`config.mk`:
```
export PLATFORM = sky130hd
export DESIGN_NAME = dport_req_master
export DESIGN_NICKNAME = d
export VERILOG_FILES = /design/src/rtl/dport_pkg.sv /design/src/rtl/dport_pend_fifo.sv /design/src/rtl/dport_req_master.sv
export SDC_FILE = /design/constraint.sdc
export NUM_CORES = 1
export LEC_CHECK = 0
export ABC_AREA = 1
export BUFFER_PORTS_ARGS = -buffer_cell sky130_fd_sc_hd__buf_2
export CAP_MARGIN = 30
export CORE_ASPECT_RATIO = 1.4
export CORE_MARGIN = 3
export CORE_UTILIZATION = 50
export DETAILED_ROUTE_END_ITERATION = 8
export PLACE_DENSITY = 0.85
export SLEW_MARGIN = 20
export SYNTH_ARGS = -nofsm -noshare
export SYNTH_HDL_FRONTEND = slang
export SYNTH_SLANG_ARGS = --single-unit
```
`constraint.sdc`:
```
create_clock -name clk_i -period 2.95 [get_ports clk_i]
set_input_delay 0.1475 -clock clk_i [delete_from_list [all_inputs] [get_ports clk_i]]
set_output_delay 0.1475 -clock clk_i [all_outputs]
set_load 0.01 [all_outputs]
```
`src/rtl/dport_pkg.sv`:
```
// Shared types for the data-port request master: op encodings, tag width
// and the entry kept per in-flight request.
package dport_pkg;

  localparam int TAG_W = 11;
  localparam int OUT_W = 5;

  typedef enum logic [1:0] {
    OP_READ  = 2'd0,
    OP_WRITE = 2'd1,
    OP_FLUSH = 2'd2,
    OP_INVAL = 2'd3
  } op_e;

  typedef struct packed {
    logic [TAG_W-1:0] tag;
    logic             is_read;
  } pend_t;

  // A write with no byte enables carries nothing to the bus and is swallowed.
  function automatic logic is_dropped(op_e op, logic [3:0] be);
    return (op == OP_WRITE) && (be == 4'b0000);
  endfunction

endpackage

```
`src/rtl/dport_pend_fifo.sv`:
```
// In-order FIFO of pending request entries. A pop on empty is ignored and a
// push on full only lands when a pop frees the head slot in the same cycle.
module dport_pend_fifo
  import dport_pkg::*;
#(
  parameter int DEPTH = 4
) (
  input  logic                         clk_i,
  input  logic                         rst_i,
  input  logic                         push_i,
  input  pend_t                        push_data_i,
  input  logic                         pop_i,
  output pend_t                        head_o,
  output logic                         full_o,
  output logic                         empty_o,
  output logic [$clog2(DEPTH+1)-1:0]   count_o
);

  localparam int PW = (DEPTH > 1) ? $clog2(DEPTH) : 1;
  localparam int CW = $clog2(DEPTH + 1);

  pend_t          mem_q [DEPTH];
  logic [PW-1:0]  wr_ptr_q, rd_ptr_q;
  logic [CW-1:0]  count_q;
  logic           do_push, do_pop;

  function automatic logic [PW-1:0] next_ptr(logic [PW-1:0] p);
    return (p == PW'(DEPTH - 1)) ? '0 : p + 1'b1;
  endfunction

  assign empty_o = (count_q == '0);
  assign full_o  = (count_q == CW'(DEPTH));
  assign count_o = count_q;
  assign head_o  = mem_q[rd_ptr_q];

  assign do_pop  = pop_i && !empty_o;
  assign do_push = push_i && (!full_o || do_pop);

  // Entry storage; contents are don't-care until counted as valid.
  always_ff @(posedge clk_i) begin
    if (do_push) mem_q[wr_ptr_q] <= push_data_i;
  end

  // Pointers and occupancy.
  always_ff @(posedge clk_i) begin
    if (rst_i) begin
      wr_ptr_q <= '0;
      rd_ptr_q <= '0;
      count_q  <= '0;
    end else begin
      if (do_push) wr_ptr_q <= next_ptr(wr_ptr_q);
      if (do_pop)  rd_ptr_q <= next_ptr(rd_ptr_q);
      case ({do_push, do_pop})
        2'b10:   count_q <= count_q + 1'b1;
        2'b01:   count_q <= count_q - 1'b1;
        default: count_q <= count_q;
      endcase
    end
  end

endmodule

```
`src/rtl/dport_req_master.sv`:
```
// Data-port initiator: accepts load/store/maintenance commands, issues them on
// mem_d_* with sequential tags, tracks them in order and strobes one response
// per ack.
//
// Handshakes: a command transfers on a rising edge where cmd_valid_i and
// cmd_ready_o are both high; a bus request transfers on a rising edge where a
// request is presented and mem_d_accept_i is high, and until then address,
// data, strobes and tag are held; responses have no backpressure.
module dport_req_master
  import dport_pkg::*;
#(
  parameter int MAX_OUTSTANDING = 4,
  parameter bit CACHEABLE       = 1'b1
) (
  input  logic              clk_i,
  input  logic              rst_i,
  input  logic              cmd_valid_i,
  output logic              cmd_ready_o,
  input  logic [1:0]        cmd_op_i,
  input  logic [31:0]       cmd_addr_i,
  input  logic [31:0]       cmd_wdata_i,
  input  logic [3:0]        cmd_be_i,
  output logic [31:0]       mem_d_addr_o,
  output logic [31:0]       mem_d_data_wr_o,
  output logic              mem_d_rd_o,
  output logic [3:0]        mem_d_wr_o,
  output logic              mem_d_cacheable_o,
  output logic [TAG_W-1:0]  mem_d_req_tag_o,
  output logic              mem_d_flush_o,
  output logic              mem_d_invalidate_o,
  output logic              mem_d_writeback_o,
  input  logic              mem_d_accept_i,
  input  logic              mem_d_ack_i,
  input  logic              mem_d_error_i,
  input  logic [TAG_W-1:0]  mem_d_resp_tag_i,
  input  logic [31:0]       mem_d_data_rd_i,
  output logic              rsp_valid_o,
  output logic [31:0]       rsp_data_o,
  output logic              rsp_read_o,
  output logic              rsp_error_o,
  output logic [OUT_W-1:0]  outstanding_o,
  output logic              tag_err_o
);

  localparam int CNT_W = $clog2(MAX_OUTSTANDING + 1);

  // Request register
  logic              req_valid_q;
  logic [31:0]       req_addr_q;
  logic [31:0]       req_wdata_q;
  logic              req_rd_q;
  logic [3:0]        req_wr_q;
  logic              req_flush_q;
  logic              req_inval_q;
  logic [TAG_W-1:0]  req_tag_q;
  logic [TAG_W-1:0]  tag_cnt_q;

  // Response register
  logic              rsp_valid_q, rsp_valid_d;
  logic [31:0]       rsp_data_q, rsp_data_d;
  logic              rsp_read_q, rsp_read_d;
  logic              rsp_error_q, rsp_error_d;
  logic              tag_err_q, tag_err_d;

  op_e               cmd_op;
  logic              cmd_fire, cmd_load;
  logic              bus_accept;
  logic              ack_hit, orphan_ack;
  logic [OUT_W-1:0]  inflight;
  logic [OUT_W:0]    budget_used;

  pend_t             push_entry, fifo_head;
  logic              fifo_push, fifo_full, fifo_empty;
  logic [CNT_W-1:0]  fifo_count;

  assign cmd_op = op_e'(cmd_op_i);

  // The FIFO occupancy is the in-flight count: an entry lives there from bus
  // accept until its ack.
  assign inflight    = OUT_W'(fifo_count);
  assign budget_used = {1'b0, inflight} + (OUT_W + 1)'(req_valid_q);

  // Ready needs a free request slot (or the current one leaving now) and room
  // in the budget; an ack in this cycle earns no credit.
  assign cmd_ready_o = !rst_i && (!req_valid_q || mem_d_accept_i)
                       && (budget_used < (OUT_W + 1)'(MAX_OUTSTANDING));
  assign cmd_fire    = cmd_valid_i && cmd_ready_o;
  assign cmd_load    = cmd_fire && !is_dropped(cmd_op, cmd_be_i);

  assign bus_accept  = req_valid_q && mem_d_accept_i;
  assign ack_hit     = mem_d_ack_i && !fifo_empty;
  assign orphan_ack  = mem_d_ack_i && fifo_empty;

  // The budget keeps a slot free for every accepted request; the full guard
  // only keeps the FIFO self-consistent.
  assign push_entry  = '{tag: req_tag_q, is_read: req_rd_q};
  assign fifo_push   = bus_accept && (!fifo_full || ack_hit);

  dport_pend_fifo #(
    .DEPTH (MAX_OUTSTANDING)
  ) u_pend_fifo (
    .clk_i       (clk_i),
    .rst_i       (rst_i),
    .push_i      (fifo_push),
    .push_data_i (push_entry),
    .pop_i       (mem_d_ack_i),
    .head_o      (fifo_head),
    .full_o      (fifo_full),
    .empty_o     (fifo_empty),
    .count_o     (fifo_count)
  );

  // Load a request on command accept, retire it on bus accept; tags advance
  // only for commands that actually reach the bus.
  always_ff @(posedge clk_i) begin
    if (rst_i) begin
      req_valid_q <= 1'b0;
      req_addr_q  <= '0;
      req_wdata_q <= '0;
      req_rd_q    <= 1'b0;
      req_wr_q    <= '0;
      req_flush_q <= 1'b0;
      req_inval_q <= 1'b0;
      req_tag_q   <= '0;
      tag_cnt_q   <= '0;
    end else if (cmd_load) begin
      req_valid_q <= 1'b1;
      req_addr_q  <= cmd_addr_i;
      req_wdata_q <= cmd_wdata_i;
      req_rd_q    <= (cmd_op == OP_READ);
      req_wr_q    <= (cmd_op == OP_WRITE) ? cmd_be_i : 4'b0000;
      req_flush_q <= (cmd_op == OP_FLUSH);
      req_inval_q <= (cmd_op == OP_INVAL);
      req_tag_q   <= tag_cnt_q;
      tag_cnt_q   <= tag_cnt_q + 1'b1;
    end else if (bus_accept) begin
      req_valid_q <= 1'b0;
      req_rd_q    <= 1'b0;
      req_wr_q    <= '0;
      req_flush_q <= 1'b0;
      req_inval_q <= 1'b0;
    end
  end

  // Next response and protocol-error state from the ack and the FIFO head.
  always_comb begin
    rsp_valid_d = ack_hit;
    rsp_data_d  = '0;
    rsp_read_d  = 1'b0;
    rsp_error_d = 1'b0;
    if (ack_hit) begin
      rsp_data_d  = fifo_head.is_read ? mem_d_data_rd_i : 32'h0;
      rsp_read_d  = fifo_head.is_read;
      rsp_error_d = mem_d_error_i;
    end
    tag_err_d = tag_err_q || orphan_ack
                || (ack_hit && (mem_d_resp_tag_i != fifo_head.tag));
  end

  // Register the one-cycle response strobe and the sticky tag error.
  always_ff @(posedge clk_i) begin
    if (rst_i) begin
      rsp_valid_q <= 1'b0;
      rsp_data_q  <= '0;
      rsp_read_q  <= 1'b0;
      rsp_error_q <= 1'b0;
      tag_err_q   <= 1'b0;
    end else begin
      rsp_valid_q <= rsp_valid_d;
      rsp_data_q  <= rsp_data_d;
      rsp_read_q  <= rsp_read_d;
      rsp_error_q <= rsp_error_d;
      tag_err_q   <= tag_err_d;
    end
  end

  assign mem_d_addr_o       = req_addr_q;
  assign mem_d_data_wr_o    = req_wdata_q;
  assign mem_d_rd_o         = req_rd_q;
  assign mem_d_wr_o         = req_wr_q;
  assign mem_d_flush_o      = req_flush_q;
  assign mem_d_invalidate_o = req_inval_q;
  assign mem_d_req_tag_o    = req_tag_q;
  assign mem_d_cacheable_o  = CACHEABLE;
  assign mem_d_writeback_o  = 1'b0;

  assign rsp_valid_o   = rsp_valid_q;
  assign rsp_data_o    = rsp_data_q;
  assign rsp_read_o    = rsp_read_q;
  assign rsp_error_o   = rsp_error_q;
  assign outstanding_o = inflight;
  assign tag_err_o     = tag_err_q;

endmodule

```
# [Yosys cells after proc, flatten, opt, wreduce, memory -nomap -nowiden]
# Memories as Yosys holds them, arrays and structs flattened. A register that Yosys moved wholly into a read port is not among the register bits.
# Index checks and enable logic that the tools add are counted.
[totals] word_cells=78 register_bits=137 in_bits=119 memories=1 latchBits=0 mem_bits_ro=0 ramBits=48
[mem_list] name="u_pend_fifo.mem_q" depth=4 word_bits=12 rd=1 rd_clocked_by_memory_dff=1 wr=1 line="dport_pend_fifo.sv:22" source="pend_t mem_q [DEPTH];"
[classes] n_lt_le_gt_ge=1 addsub=6 n_reduce_logical=27 div_mod_pow=0 shift=0 mul=0 n_eq_ne=9 n_mux=15 bitwise_logic=2
[op_table] operator="$mux 4" count=3
[op_table] operator="$add 11x1->11 const B" count=1
[op_table] operator="$logic_and 1x1->1" count=11
[op_table] operator="$ne 11x11->1" count=1
[op_table] operator="$eq 2x2->1 const B" count=5
[op_table] operator="$mux 2" count=4
[op_table] operator="$mux 1" count=7
[op_table] operator="$pmux 3 s2" count=1
[op_table] operator="$logic_not 1->1" count=5
[op_table] operator="$add 2x1->2 const B" count=2
[op_table] operator="$add 3x1->4" count=1
[op_table] operator="$eq 2x1->1 const B" count=2
[op_table] operator="$logic_not 4->1" count=1
[op_table] operator="$logic_or 1x1->1" count=4
[op_table] operator="$lt 4x3->1 const B" count=1
[op_table] operator="$reduce_bool 2->1" count=2
[op_table] operator="$add 3x1->3 const B" count=1
[op_table] operator="$eq 3x3->1 const B" count=1
[op_table] operator="$logic_not 3->1" count=1
[op_table] operator="$reduce_or 3->1" count=1
[op_table] operator="$sub 3x1->3 const B" count=1
[op_table] operator="$logic_not 2->1" count=1
[op_table] operator="$not 1->1" count=2
[op_table] operator="$reduce_or 2->1" count=1

# [Longest topological paths before layout]
[logic_depth] word_depth=8 depth_mapped=12 mapped_depth_nobuf=11

# [Modules after synthesis]
# A second synthesis with hierarchy kept.
[hier_totals] hier_cells=817 area_unflattened_um2=7116.8
[modules_own_cells] mod="dport_req_master" n_inst=1 cells_each=634 area_each_um2=4803.4
[modules_own_cells] mod="dport_pend_fifo" n_inst=1 cells_each=183 area_each_um2=2313.5

# [Worst setup path before layout]
# Ideal clock, no wire load.
[synth_timing] path_kind="reg2reg" start="reg u_pend_fifo.count_q[0] (netlist: u_pend_fifo.count_o[0])" end="reg u_pend_fifo.count_q[2] (netlist: u_pend_fifo.count_o[2])" path_slack_ps=842 arrival_time_ps=1980 stages_incl_launch_ff=11 path_buffers=0 required_ps=2822 path_cell_list="dfxtp_1 > inv_1 > nand2_1 > o21bai_1 > ha_1 > inv_1 > fa_1 > a21oi_1 > o21ai_0 > xor2_1 > nor2_1"
[synth_via] elab_chain_len=8 elab_cells_between_ends=14 cone_classes="add/sub (2); eq/ne (3); mux (1); reduce/logical (8)"
[synth_rtl] item="start, declared" line="dport_pend_fifo.sv:24" source="logic [CW-1:0] count_q;"
[synth_rtl] item="start signal, assigned" line="dport_pend_fifo.sv:54" source="2'b10: count_q <= count_q + 1'b1;"
[synth_rtl] item="start signal, assigned" line="dport_pend_fifo.sv:55" source="2'b01: count_q <= count_q - 1'b1;"
[synth_rtl] item="start signal, assigned" line="dport_pend_fifo.sv:56" source="default: count_q <= count_q;"
[synth_rtl] item="$logic_not 3->1" line="dport_pend_fifo.sv:31" source="assign empty_o = (count_q == '0);"
[synth_rtl] item="$logic_not 1->1" line="dport_pend_fifo.sv:36, dport_req_master.sv:91"
[synth_rtl] item="$logic_and 1x1->1" line="dport_pend_fifo.sv:36, dport_req_master.sv:91"
[synth_rtl] item="$logic_or 1x1->1" line="dport_pend_fifo.sv:37, dport_req_master.sv:97"
[synth_rtl] item="$logic_and 1x1->1" line="dport_req_master.sv:97" source="assign fifo_push = bus_accept && (!fifo_full || ack_hit);"
[synth_rtl] item="$logic_and 1x1->1" line="dport_pend_fifo.sv:37" source="assign do_push = push_i && (!full_o || do_pop);"
[synth_rtl] item="$eq 2x1->1 or $eq 2x2->1 (tied branches)" line="dport_pend_fifo.sv:53" source="case ({do_push, do_pop})"
[synth_rtl] item="$pmux 3 s2 or $reduce_bool 2->1 (tied branches)"
# Several ways; a longest one is shown, not always the timed one.
# A chain may end at the register's enable or synchronous reset.

# [Final worst setup path]
# Ends and elaborated chain as after synthesis.

==> impl_results.md <==
* Worst-path fanout max at 9
* Final setup viols at 0
* GRT Total Usage at 25.1%
* Starting Density at 51.6%
* Filler cells at 1014
* Cell Area, Synth at 7010 um2
* First-pass GRT wire length at 31.1 mm
* Top-area cell type share of the netlist area at 39.7%
* Slew @ Worst Pin at 725 ps
* Hold violation count in the final report at 0
* Post-Route WL at 18.9 mm
* Seq pwr share at 47.8%
* Peak supply drop at 0.447 mV
* #FFs+latches synth at 187
* Max Slew Vio Count at 0
* PostCTS Resize Cnt at 0
* Hold path cells at 3
* Placer congestion estimate at 0.814
* Fmax achieved at 422 MHz
* Worst EP required at 3250 ps
* Crit path from: u_pend_fifo.count_o[0]
* Detailed Route Iter0 Violations at 322
* Nets at 1241
* Post-layout minimum cycle time at 2370 ps
* Reg area at 4220 um2
* Post-Synth Simple-Gate Area at 21.3%
* Row count at 50
* Synth Area in XOR/XNOR at 1.25%
* Min-delay src: cmd_addr_i[30]
* Hold Path End: mem_d_addr_o[30]
* Routed vias at 6315
* Mux cell area share after synthesis at 0%
* Vias in the first global route at 6520
* Slew margin rel. at 51.6%
* Mapped Cells at 796
* Clock Skew at 6.14 ps
* CP endpoint kind: register
* DR DRC count at 0
* Cells after DPL at 1187
* Setup Fix Bufs, Post-CTS at 0
* CTS sink count at 187
* Port bufs at 240
* Sequential fraction of the synthesis area at 60.3%
* Primary FF master, synth: dfxtp_1
* Startpoint Class: register
* Top area cells in the synthesized netlist: dfxtp_1 40%, edfxtp_1 21%, nor2_1 11%
* Outcome: finished clean
* Max-cap violations at 0
* Int Pwr at 0.00445 W
* Sw frac at 25.0%
* Initial antenna violation count at 1
* Clock power share at 38.3%
* I/O pins at 245
* ANT nets after route at 0
* Synthesis warning total at 0
* Crit path arrival time at 2660 ps
* 1st-pass router iterations at 4
* Flop2flop setup slack at 580 ps
* Post-synthesis adder-cell area fraction at 1.54%
* Remaining global-route overflow at 0
* Compound-Gate Fraction of Synth Area at 8.89%
* Most frequent cells in the layout: 240 x buf_2, 198 x nor2_1, 139 x dfxtp_1
* CTS tree: built
* Critical path class: register to register
* Total power at 0.00593 W
* Detail Placement HPWL at 12.0 mm
* Ys async rst share at 0%
* Htree depth at 4
* Avg Inst Size Synth at 8.81 um2
* EDFF count, synth at 48
* RR Endpoint: u_pend_fifo.count_o[2]
* Root buf cell: clkbuf_16
* Die area at 15500 um2
* Post-CTS Hold Buffers at 90
* FF-to-FF path depth at 10
* Layout area overhead at 39.7%
* Static leakage at 4.57 nW
* Cts bufs inserted at 17
* Commonest non-fill, non-tap cell in the layout: buf_2
* Die Height at 146 um
* Core area at 13600 um2
* Clock-pin slew on the worst setup and hold paths at 70 ps
* Synth area leader: dfxtp_1
* Chip Width at 106 um
* Latest clock arrival within the worst-skew pair at 410 ps
* Share of layout cells above drive strength 1 at 25.6%
* Hold Path Class: primary input to register
* Combinational Power Share at 14.0%
* Vias per cell at 4.82
* CTS Buffer Depth at 2
* Multi-input logic area at 2330 um2
* Final worst path period share at 80.3%
* P_sw at 0.00148 W
* Reg-to-Reg Start: u_pend_fifo.count_o[0]
* Setup_tns at 0 ps
* Largest net degree at the start of global routing at 69
* PwrDens at 605 nW/um2
* WL per Instance at 14.5 um
* RSZ-0062 raised after global routing: no
* Synth cell types at 33
* Final std cells w/o fill at 1310
* Largest family of logic cells by synthesized area: simple AND/OR/NAND/NOR gates
[layout make-up]
| cell class | instances | area share (%) |
|---|---|---|
| Antenna cell | 1 | 0.0256 |
| Clock buffer | 17 | 4.34 |
| Clock inverter | 15 | 1.75 |
| Inverter | 58 | 2.22 |
| Multi-Input combinational cell | 509 | 23.8 |
| Sequential cell | 187 | 43.1 |
| Tap cell | 182 | 2.33 |
| Timing Repair Buffer | 341 | 22.4 |
[metal layers]
layer | GRT usage, % | vias up | wire length, um
met1 | 27.5 | 2872 | 7020
met5 | 0 | - | 0
met4 | 9.98 | 0 | 637
met2 | 45.8 | 223 | 10200
met3 | 6.32 | 44 | 1120
li1 | - | 3176 | -
[cell families after synthesis]
kind of cell / Yosys count
AND/OR/NAND/NOR: 368
flip-flops: 187
AO/OA/AOI/OAI: 119
buffers and inverters: 102
XOR/XNOR: 10
adder cells (fa/ha/maj): 8
other: 2
[worst max path at each step]
stage / slack (ps) / endpoint / depth (start not counted)
after floorplan: 840 / u_pend_fifo.count_o[2] / 10
after global routing: 330 / u_pend_fifo.count_o[2] / 10
after detailed placement: 660 / u_pend_fifo.count_o[2] / 10
after CTS: 600 / u_pend_fifo.count_o[2] / 10
final: 580 / u_pend_fifo.count_o[2] / 10
after global placement: 760 / u_pend_fifo.count_o[2] / 10
[power by group through the flow]
stage	sequential [W]	clock, W	combinational, W
6_report	0.00283	0.00227	0.000828
5_1_grt	0.00285	0.00242	0.000937
3_3_place_gp	0.00288	0	0.000704
4_1_cts	0.00283	0.00232	0.000820
2_1_floorplan	0.00293	0	0.000398
3_5_place_dp	0.00289	0	0.000722
[stage by stage]
stage               setup WS, ps  cell area (um2)  hold WS [ps]  util [%]
floorplan                    842             7020           240         -
global placement             761             8290           359      61.1
detailed placement           661             8290           368      61.1
CTS                          604             9790         0.468      72.1
global route                 328             9790          15.9      72.1
finish                       582             9790          15.2      72.1
[registers in the layout, indices dropped and copies added (netlist names), named ones only]
| signal | count |
|---|---|
| mem_d_flush_o | 1 |
| mem_d_rd_o | 1 |
| rsp_error_o | 1 |
| req_valid_q | 1 |
| mem_d_data_wr_o | 32 |
| tag_err_o | 1 |
| mem_d_invalidate_o | 1 |
| mem_d_req_tag_o | 11 |
| tag_cnt_q | 11 |
| u_pend_fifo.wr_ptr_q | 2 |
| mem_d_wr_o | 4 |
| u_pend_fifo.count_o | 3 |
| rsp_valid_o | 1 |
| mem_d_addr_o | 32 |
| u_pend_fifo.mem_q | 48 |
| rsp_data_o | 32 |
| u_pend_fifo.rd_ptr_q | 2 |
| rsp_read_o | 1 |
[synthesized netlist by cell type (2+ instances only)]
master	number
buf_1	3
nand3_1	35
xnor2_1	2
edfxtp_1	48
ha_1	7
nand3b_1	7
conb_1	2
clkbuf_1	18
buf_4	14
inv_2	2
buf_6	3
buf_2	6
nor2_1	198
o21ai_0	84
nand2_1	114
a21oi_1	30
inv_1	56
xor2_1	8
dfxtp_1	139
nor3_1	7
[worst max-delay path, cell delays in order, from the launching register on]
cell	delay, ps
dfxtp_1	350
inv_1	140
nand2_1	80
o21bai_1	510
ha_1	260
inv_1	70
fa_1	380
a21oi_1	150
o21ai_0	110
xor2_1	150
nor2_1	50
No activity file was read; power rests on OpenSTA's default activity.
